==> src/rtl/spi_pkg.sv <==
// Shared constants and the state encoding for the SPI frame controller.
package spi_pkg;

   localparam int FRAME_WIDTH = 8;
   localparam logic RW_READ = 1'b1;

   typedef enum logic [3:0] {
      IDLE         = 4'd0,
      GET_ADDR     = 4'd1,
      GOT_ADDR     = 4'd2,
      READ_WAIT    = 4'd3,
      READ_LOAD    = 4'd4,
      READ         = 4'd5,
      WRITE        = 4'd6,
      WRITE_COMMIT = 4'd7,
      DONE         = 4'd8
   } state_t;

endpackage

==> src/rtl/spi_bit_counter.sv <==
// Saturating bit counter used to measure address and data phases of a frame.
module spi_bit_counter #(
   parameter int width    = 8,
   parameter int cntWidth = 4
) (
   input  logic                clk,
   input  logic                reset,
   input  logic                clear,
   input  logic                enable,
   output logic [cntWidth-1:0] count,
   output logic                done
);

   localparam logic [cntWidth-1:0] FULL = cntWidth'(width);

   // Clear wins over enable; the count sticks at width instead of wrapping.
   always_ff @(posedge clk or posedge reset) begin
      if (reset) begin
         count <= '0;
      end else if (clear) begin
         count <= '0;
      end else if (enable && (count != FULL)) begin
         count <= count + 1'b1;
      end
   end

   assign done = (count == FULL);

endmodule

==> src/rtl/spi_frame_controller.sv <==
// Frame-level control FSM between the SPI shift register and the data memory.
module spi_frame_controller
   import spi_pkg::*;
#(
   parameter int width    = FRAME_WIDTH,
   parameter int cntWidth = 4
) (
   input  logic             clk,
   input  logic             reset,
   input  logic             cs,
   input  logic             sclkPosEdge,
   input  logic             sclkNegEdge,
   input  logic [width-1:0] shiftRegIn,
   output logic             parallelLoad,
   output logic             misoBufe,
   output logic             dmWrEn,
   output logic [width-2:0] address,
   output logic             busy
);

   localparam logic [cntWidth-1:0] LAST = cntWidth'(width - 1);

   state_t                state;
   logic                  cnt_clear;
   logic                  cnt_enable;
   logic [cntWidth-1:0]   count;
   logic                  cnt_done;
   logic                  last_edge;

   // Only the strobe that matters in the current phase advances the count.
   always_comb begin
      cnt_clear  = cs || (state == IDLE) || (state == GOT_ADDR);
      cnt_enable = 1'b0;
      case (state)
         GET_ADDR, WRITE: cnt_enable = sclkPosEdge;
         READ:            cnt_enable = sclkNegEdge;
         default:         cnt_enable = 1'b0;
      endcase
      last_edge = (cnt_enable && (count == LAST)) || cnt_done;
   end

   spi_bit_counter #(
      .width    (width),
      .cntWidth (cntWidth)
   ) u_bit_counter (
      .clk    (clk),
      .reset  (reset),
      .clear  (cnt_clear),
      .enable (cnt_enable),
      .count  (count),
      .done   (cnt_done)
   );

   // Outputs are registered alongside the state so they are a pure decode of it.
   always_ff @(posedge clk or posedge reset) begin
      if (reset) begin
         state        <= IDLE;
         address      <= '0;
         parallelLoad <= 1'b0;
         misoBufe     <= 1'b0;
         dmWrEn       <= 1'b0;
         busy         <= 1'b0;
      end else begin : step
         state_t nxt;
         nxt = state;
         if (cs && (state != IDLE)) begin
            nxt = IDLE;
         end else begin
            case (state)
               IDLE:         if (!cs) nxt = GET_ADDR;
               GET_ADDR:     if (last_edge) nxt = GOT_ADDR;
               GOT_ADDR: begin
                  address <= shiftRegIn[width-2:0];
                  nxt = (shiftRegIn[width-1] == RW_READ) ? READ_WAIT : WRITE;
               end
               READ_WAIT:    nxt = READ_LOAD;
               READ_LOAD:    nxt = READ;
               READ:         if (last_edge) nxt = DONE;
               WRITE:        if (last_edge) nxt = WRITE_COMMIT;
               WRITE_COMMIT: nxt = DONE;
               DONE:         nxt = DONE;
               default:      nxt = IDLE;
            endcase
         end
         state        <= nxt;
         parallelLoad <= (nxt == READ_LOAD);
         misoBufe     <= (nxt == READ);
         dmWrEn       <= (nxt == WRITE_COMMIT);
         busy         <= (nxt != IDLE);
      end
   end

endmodule

==> config.mk <==
export PLATFORM = sky130hd
export DESIGN_NAME = spi_frame_controller
export DESIGN_NICKNAME = d
export VERILOG_FILES = /design/src/rtl/spi_pkg.sv /design/src/rtl/spi_bit_counter.sv /design/src/rtl/spi_frame_controller.sv
export SDC_FILE = /design/constraint.sdc
export NUM_CORES = 1
export LEC_CHECK = 0
export CORE_MARGIN = 1
export CORE_UTILIZATION = 32
export DETAILED_ROUTE_END_ITERATION = 8
export SLEW_MARGIN = 5
export SYNTH_ARGS = -nofsm -noshare
export SYNTH_HDL_FRONTEND = slang
export SYNTH_SLANG_ARGS = --single-unit
export TNS_END_PERCENT = 100
==> constraint.sdc <==
create_clock -name clk -period 1.99 [get_ports clk]
set_input_delay 0.199 -clock clk [delete_from_list [all_inputs] [get_ports clk]]
set_output_delay 0.199 -clock clk [all_outputs]
set_load 0.01 [all_outputs]
==> results_dict.tcl <==
set metrics [dict create \
    clock_path_buffers 2 \
    crit_required_ns 2.22 \
    diodes 0 \
    vdd_drop_max_v 0.000622 \
    routedWlPerCell_um 12.6 \
    path_clk_slew_ns 0.10 \
    drive_gt1_share_pct 20.0 \
    num_rows 20 \
    worst_pin_slew_ns 0.673 \
    slew-limit-headroom_pct 55.1 \
    crit_start "u_bit_counter.count[0]$_DFFE_PP0P_" \
    fp.dieH_um 59.0 \
    antenna_found_initial 0 \
    swShare_pct 33.1 \
    grt_pass1_vias 831 \
    synth_nets 109 \
    maxCapViolations 0 \
    yosysUniqueCellTypes 36 \
    critPathTopFamily "simple AND/OR/NAND/NOR gates" \
    port-buffer-count 23 \
    ios 24 \
    power_density_nw_per_um2 817 \
    crit_cells 7 \
    comb_power_share_pct 38.0 \
    via_per_inst 4.93 \
    grt_max_degree 20 \
    crit_path_end_kind "flip-flop" \
    grt_pass1_wl_mm 3.54 \
    netlist.top_cell.by_area "dfrtp_1" \
    worstSetupEndpoint "parallelLoad$_DFF_PP0_" \
    post_cts_buffers 0 \
    finalWirelength_mm 2.07 \
    tns_ns 0 \
    synth-seq-cells 19 \
    drt_pass1_iterations 4 \
    yosysTopAreaCellShare_pct 45.7 \
    fmaxAchievable_mhz 535 \
    setup_viol 0 \
    multiInputGateArea_sq_um 518 \
    clock_skew_ns 0.00188 \
    r2r_start "u_bit_counter.count[0]$_DFFE_PP0P_" \
    crit_fanout 7 \
    pwr-share-seq_pct 45.0 \
    cts_root_buf "clkbuf_4" \
    synth-main-ff-cell "dfrtp_1" \
    cts_buffers 3 \
    drc 0 \
    cts_resized 0 \
    hold_class "input pin to async pin" \
    critical_path_arrival_ns 2.10 \
    area_growth_syn_to_layout_pct 29.7 \
    cpMostUsedCell "and3b_1" \
    seq_area_sq_um 475 \
    synth_cells 94 \
    min_period_over_period_pct 94.0 \
    p_switching_mw 0.365 \
    synth_area_leaders "dfrtp_1, mux2_2, nor2_1, and3b_1, xnor2_1" \
    drtIter0Drc 12 \
    reg2reg_to "parallelLoad$_DFF_PP0_" \
    cp_num_buf_inv 1 \
    slowest_delay_ns 0.43 \
    dpl.hpwl_mm 1.59 \
    slew_violations 0 \
    start_kind "flip-flop" \
    clkPwrFrac_pct 17.0 \
    synth_commonest_cells "dfrtp_1, nor2_1, mux2_2, inv_1, nor3_1" \
    cts_tree "built" \
    design.die.area_sq_um 3490 \
    status "finished clean" \
    syn_area_sq_um 1040 \
    synth_edf_count 0 \
    syn_avg_cell_area_sq_um 11.1 \
    worst_path_max_delay_cell "dfrtp_1" \
    hold_viol 0 \
    ff2ff_setup_slack_ns 0.12 \
    ctsHtreeMaxLevel 1 \
    p_int_mw 0.738 \
    leakage_nw 0.559 \
    final.fill_count 312 \
    grt_usage_pct 13.8 \
    min_period_ns 1.87 \
    core_sq_um 3080 \
    fin_util_pct 43.9 \
    nets 136 \
    rsz0062_at_grt "false" \
    worstPathCellList "inv_1 -> ha_1 -> and3b_1 -> nor3_1 -> a22oi_1 -> o31a_1 -> and3b_1" \
    ys_warn_count 0 \
    die_w_um 59.0 \
    cts_hold_buf 0 \
    antenna_left 0 \
    reg2reg_depth 7 \
    holdWs_ns 0.295 \
    ys_seq_area_share_pct 45.7 \
    start_util_pct 33.8 \
    critPathKind "flip-flop to flip-flop" \
    insertion_delay_ns 0.29 \
    place.gp.congestion 0.762 \
    totalPowerFinal_mw 1.10 \
    grt_overflow 0 \
    async_flop_share_pct 100 \
    synth_most_common_cell "dfrtp_1" \
    cts_num_sinks 19 \
    route.vias.total 809 \
]
## sequential cells by signal (all words and copies together), names as in the netlist
| name | cells |
|---|---|
| u_bit_counter.count | 4 |
| state | 4 |
| address | 7 |
| dmWrEn | 1 |
| parallelLoad | 1 |
| misoBufe | 1 |
| busy | 1 |
## cell type report
class                      instances  share of cell area (%)
clock buffer                       4                    1.95
tap                               44                    4.08
multi-input combinational         65                    38.4
inverter                           6                    1.67
sequential                        19                    35.2
timing repair buffer              26                    18.7
## logic make-up after synthesis
kind of cell	Yosys count	share of synthesized area, %
flip-flops	19	45.7
multiplexers	9	9.98
XOR/XNOR	3	2.52
AO/OA/AOI/OAI	15	11.8
buffers and inverters	10	4.57
AND/OR/NAND/NOR	36	23.1
adder cells (fa/ha/maj)	2	2.40
## cell usage in the layout, fill, tap and decap left out, drive strengths merged, types with 2 or more instances in the layout
cell type / synthesis / routed
nor3: 6 / 6
nor4: 3 / 3
xnor2: 3 / 3
nand2b: 5 / 5
nand2: 3 / 3
inv: 6 / 6
a21oi: 3 / 3
nor2b: 2 / 2
dfrtp: 19 / 19
ha: 2 / 2
clkbuf: 1 / 4
mux2: 8 / 8
and3b: 3 / 3
buf: 3 / 3
clkdlybuf4s50: 0 / 23
nor2: 11 / 11
a41oi: 2 / 2
## per-layer routing
metal	part of all wire, %	global-route usage, %	routed length, um
met2	49	23.2	1020
met3	4.9	2.84	102
met5	0	0	0
met4	1.1	6.12	23
met1	45	17.1	931
## power by group through the flow
stage                     combinational (mW)  sequential [mW]  clock, mW
final                                  0.419            0.496      0.188
after global routing                   0.456            0.505      0.206
after CTS                              0.424            0.495      0.194
after detailed placement               0.419            0.501          0
after global placement                 0.410            0.499          0
after floorplan                        0.283            0.489          0
## per-stage QoR
stage               worst slack [ns]  area, sq um  cells
floorplan                      0.408         1040     94
global placement               0.148         1320    160
detailed placement            0.0707         1320    160
CTS                            0.106         1350    164
global route                  0.0149         1350    164
finish                         0.119         1350    164
## worst min-delay path by stage
stage,endpoint
2_1_floorplan,address[0]$_DFFE_PP0P_
3_3_place_gp,address[4]$_DFFE_PP0P_
3_5_place_dp,address[5]$_DFFE_PP0P_
4_1_cts,address[5]$_DFFE_PP0P_
5_1_grt,address[0]$_DFFE_PP0P_
6_report,address[5]$_DFFE_PP0P_
No activity file was read; power rests on OpenSTA's default activity.
==> edit 1 (same flow settings) <==
Make the reset (`reset`) synchronous in 2 clocked blocks.
--- a/src/rtl/spi_bit_counter.sv
+++ b/src/rtl/spi_bit_counter.sv
@@ -14,7 +14,7 @@
    localparam logic [cntWidth-1:0] FULL = cntWidth'(width);
 
    // Clear wins over enable; the count sticks at width instead of wrapping.
-   always_ff @(posedge clk or posedge reset) begin
+   always_ff @(posedge clk) begin
       if (reset) begin
          count <= '0;
       end else if (clear) begin
--- a/src/rtl/spi_frame_controller.sv
+++ b/src/rtl/spi_frame_controller.sv
@@ -52,7 +52,7 @@
    );
 
    // Outputs are registered alongside the state so they are a pure decode of it.
-   always_ff @(posedge clk or posedge reset) begin
+   always_ff @(posedge clk) begin
       if (reset) begin
          state        <= IDLE;
          address      <= '0;
Check against the original RTL: differs if reset is asserted again (counterexample within 4 cycles, from zero or initial values and one cycle with reset high); with reset held inactive, the same outputs for 10 cycles.
==> edit 1 against the unedited design <==
Worst setup slack improved by 140 ps. First-iteration DRC count shrank 25%. Sequential cell count unchanged. Routed wire length is 17% lower. Highest routed layer unchanged. Cell area down 13%. Cell count decreased by 11%. Synthesized area shrank 16%. Synthesized cell count fell by 3.2%.
Power is not compared: it rests on default switching activity, and its combinational part moved more than twofold at a synthesized area within 25%.
==> edit 1: results <==
export IMPL_route_met3_wl_um=86
export IMPL_fin_skew_ps=1.555
export IMPL_slew_headroom_pct=78.32
export IMPL_grt_met2_usage_pct=19.11
export IMPL_synthAdderAreaFrac_pct=2.853
export IMPL_min_path_type="reg -> reg"
export IMPL_dr_first_iter_drc_count=9
export IMPL_routedWlPerCell_um=11.83
export IMPL_dpl_hpwl_um=1298
export IMPL_peakVddDrop_mv=0.4784
export IMPL_wl_met1_um=875
export IMPL_dp_cells=142
export IMPL_synth_mux_area_share_pct=10.27
export IMPL_synthXorXnorAreaFrac_pct=0.9986
export IMPL_first_global_vias=608
export IMPL_drive_gt1_share_pct=9.483
export IMPL_yosysUniqueCellTypes=32
export IMPL_place_congestion=0.7034
export IMPL_root_buffer="clkbuf_4"
export IMPL_fin_cells=146
export IMPL_wl_met2_um=746
export IMPL_viasPerCell=4.952
export IMPL_cts_buffer_depth=2
export IMPL_clk_latency_ps=290
export IMPL_synth_compound_area_share_pct=13.98
export IMPL_post_cts_buffers=0
export IMPL_met3_usage_pct=5.278
export IMPL_synthFlopType="dfxtp_1"
export IMPL_antenna_found_initial=0
export IMPL_power_total_uw=627.4
export IMPL_clk_pin_slew_ps=110
export IMPL_min_delay_path_depth=2
export IMPL_ys_seq_area_share_pct=43.37
export IMPL_status="finished clean"
export IMPL_synthTopCellsByCount="dfxtp_1, nor2_1, mux2i_1"
export IMPL_synth_async_reset_ratio_pct=0
export IMPL_cts_max_level=1
export IMPL_rrSetupSlack_ps=260
export IMPL_critPathMaxFanout=4
export IMPL_whs_ps=506.9
export IMPL_syn_inst=91
export IMPL_grt_use_met1_pct=18.80
export IMPL_cp_data_arrival_time_ps=1930
export IMPL_comb_cell_power_uw=47.6
export IMPL_rr_worst_depth=6
export IMPL_layout_nets=132
export IMPL_dpl_cell_area_um2=1142
export IMPL_grt_pass1_wl_um=2794
export IMPL_max_cap_viol_count=0
export IMPL_synthTopCellsByArea="dfxtp_1, mux2i_1, nor2_1, a211oi_1, inv_1"
export IMPL_grtUsageTotal_pct=13.89
export IMPL_synth_nets=106
export IMPL_grt_max_degree=12
export IMPL_fin_crit_ps=1733
[edit 1: cell count changes in the layout (fill, tap and decap cells not counted), moves of 3 or more]
cell	before	now
dfxtp_1	0	19
mux2i_1	1	9
mux2_2	7	0
a211oi_1	1	4
or3_1	0	3
dfrtp_1	19	0
[edit 1: path summary, 6_finish.rpt]
| kind | end | startpoint |
|---|---|---|
| worst max-delay path | parallelLoad | u_bit_counter.count[0] |
| worst min-delay path | address[0] | address[0] |
| worst max register to register | parallelLoad | u_bit_counter.count[0] |
| worst min register to register | address[0] | address[0] |
[edit 1: critical path, cell delays in order (launching register included)]
cell and delay (ps):
dfxtp_1 400, inv_1 60, ha_1 200, and3b_1 210
a211oi_1 270, o22ai_1 160, a2111oi_2 320
[edit 1: layout make-up]
class	count	area [um^2]
inverter	7	26.28
clock inverter	1	5.005
multi-input combinational	61	452.9
sequential	19	380.4
tap	30	37.54
fill	257	1353
timing repair buffer	25	245.2
clock buffer	3	22.52
==> edit 2 (same settings) <==
Made on the original files. `cntWidth` is set to 4 in 2 places; all go to 5.
--- a/src/rtl/spi_bit_counter.sv
+++ b/src/rtl/spi_bit_counter.sv
@@ -1,7 +1,7 @@
 // Saturating bit counter used to measure address and data phases of a frame.
 module spi_bit_counter #(
    parameter int width    = 8,
-   parameter int cntWidth = 4
+   parameter int cntWidth = 5
 ) (
    input  logic                clk,
    input  logic                reset,
--- a/src/rtl/spi_frame_controller.sv
+++ b/src/rtl/spi_frame_controller.sv
@@ -3,7 +3,7 @@
    import spi_pkg::*;
 #(
    parameter int width    = FRAME_WIDTH,
-   parameter int cntWidth = 4
+   parameter int cntWidth = 5
 ) (
    input  logic             clk,
    input  logic             reset,
Check against the original RTL: no difference found for any inputs over 10 cycles, from zero or initial values and one cycle with reset high; that may be too few to reach the edited logic, so the function may still have changed.
==> edit 2 against the unedited design <==
Routed wire length rose by 0.72%. Synthesized area rose by 0.48%. Cell count rose by 4.3%. Cell area rose by 7.0%. Die area rose by 0.47%. Sequential cell count rose by 1. Worst setup slack improved by 38 ps. Largest cell class unchanged. Highest routed layer unchanged.
Power is not compared: it rests on default switching activity, and its combinational part moved more than twofold at a synthesized area within 25%.
==> edit 2: results <==
export IMPL_status="finished clean"
export IMPL_clk_share_pct=3.636
export IMPL_portBuffers=23
export IMPL_grt_max_degree=21
export IMPL_synthTopCellsByArea="dfrtp_1, mux2_2, nor2_1, xnor2_1, inv_1"
export IMPL_dp_cells=167
export IMPL_wl_met1_um=967
export IMPL_dr_first_iter_drc_count=22
export IMPL_dpl_hpwl_um=1477
export IMPL_root_buffer="clkbuf_4"
export IMPL_fin_crit_ps=1832
export IMPL_grtUsageTotal_pct=13.50
export IMPL_nNonClkInverters=7
export IMPL_startpoint="u_bit_counter.count[0]"
export IMPL_multi_input_gates=67
export IMPL_ys_seq_area_share_pct=47.85
export IMPL_drive_gt1_share_pct=22.83
export IMPL_multi_input_area_um2=535.5
export IMPL_cp_data_arrival_time_ps=2080
export IMPL_fill_cells=298
export IMPL_whs_ps=196.4
export IMPL_wl_met2_um=1022
export IMPL_route_met3_wl_um=71
export IMPL_vias=826
export IMPL_pre_cts_slack_ps=152.6
export IMPL_r2r_end="state[3]"
export IMPL_bufAreaShareNonClock_pct=19.05
export IMPL_critPathMaxFanout=4
export IMPL_finalWirelength_um=2089
export IMPL_buffers_excl_clock=29
export IMPL_routedWlPerCell_um=12.22
export IMPL_fin_skew_ps=4.995
export IMPL_ys_warn_count=0
export IMPL_synthTopCellsByCount="dfrtp_1, nor2_1, inv_1, mux2_2"
export IMPL_diodes=0
export IMPL_rrSetupSlack_ps=160
export IMPL_dpl_cell_area_um2=1358
export IMPL_hold_violations=0
export IMPL_clk_pin_slew_ps=120
export IMPL_synth_nets=112
export IMPL_worst_pin_slew_ps=462.9
export IMPL_clock_sinks=20
export IMPL_layout_nets=143
export IMPL_grt_pass1_wl_um=3519
export IMPL_first_global_vias=772
export IMPL_regArea_um2=500.5
export IMPL_top_regs="address: 7 flops, u_bit_counter.count: 5 flops, state: 4 flops"
export IMPL_top_layer_used="met4"
export IMPL_antenna_found_initial=0
export IMPL_place_congestion=0.8241
export IMPL_syn_inst=97
edit 2: logic make-up (layout without fill, tap and decap cells):
| family | Yosys count | in the layout | synth area share (%) |
|---|---|---|---|
| flops | 20 | 20 | 47.85 |
| compound gates | 16 | 16 | 12.68 |
| mux | 9 | 9 | 9.928 |
| buf+inv | 10 | 40 | 4.307 |
| xor+xnor | 4 | 4 | 3.349 |
| fa+ha+maj | 2 | 2 | 2.392 |
| simple gates | 36 | 36 | 19.50 |
edit 2: power breakdown:
group	switching [mW]	internal, mW
Combinational	0.0439	0.0638
Clock	0.133	0.203
Sequential	0.00907	0.420
Total	0.185	0.688
edit 2: tightest hold or removal path, delay by kind of cell:
kind,cells,cell delay [ps]
buffers and inverters,3,700
edit 2: what timing repair did:
item                       CTS  global route
buffers inserted             0             0
gates resized for setup      0             7
setup endpoints to repair    0             1
edit 2: routing by layer:
metal	track usage, %	vias up
met5	0	-
met4	8.163	0
met3	1.747	2
met2	20.62	20
met1	18.23	403
li1	-	401
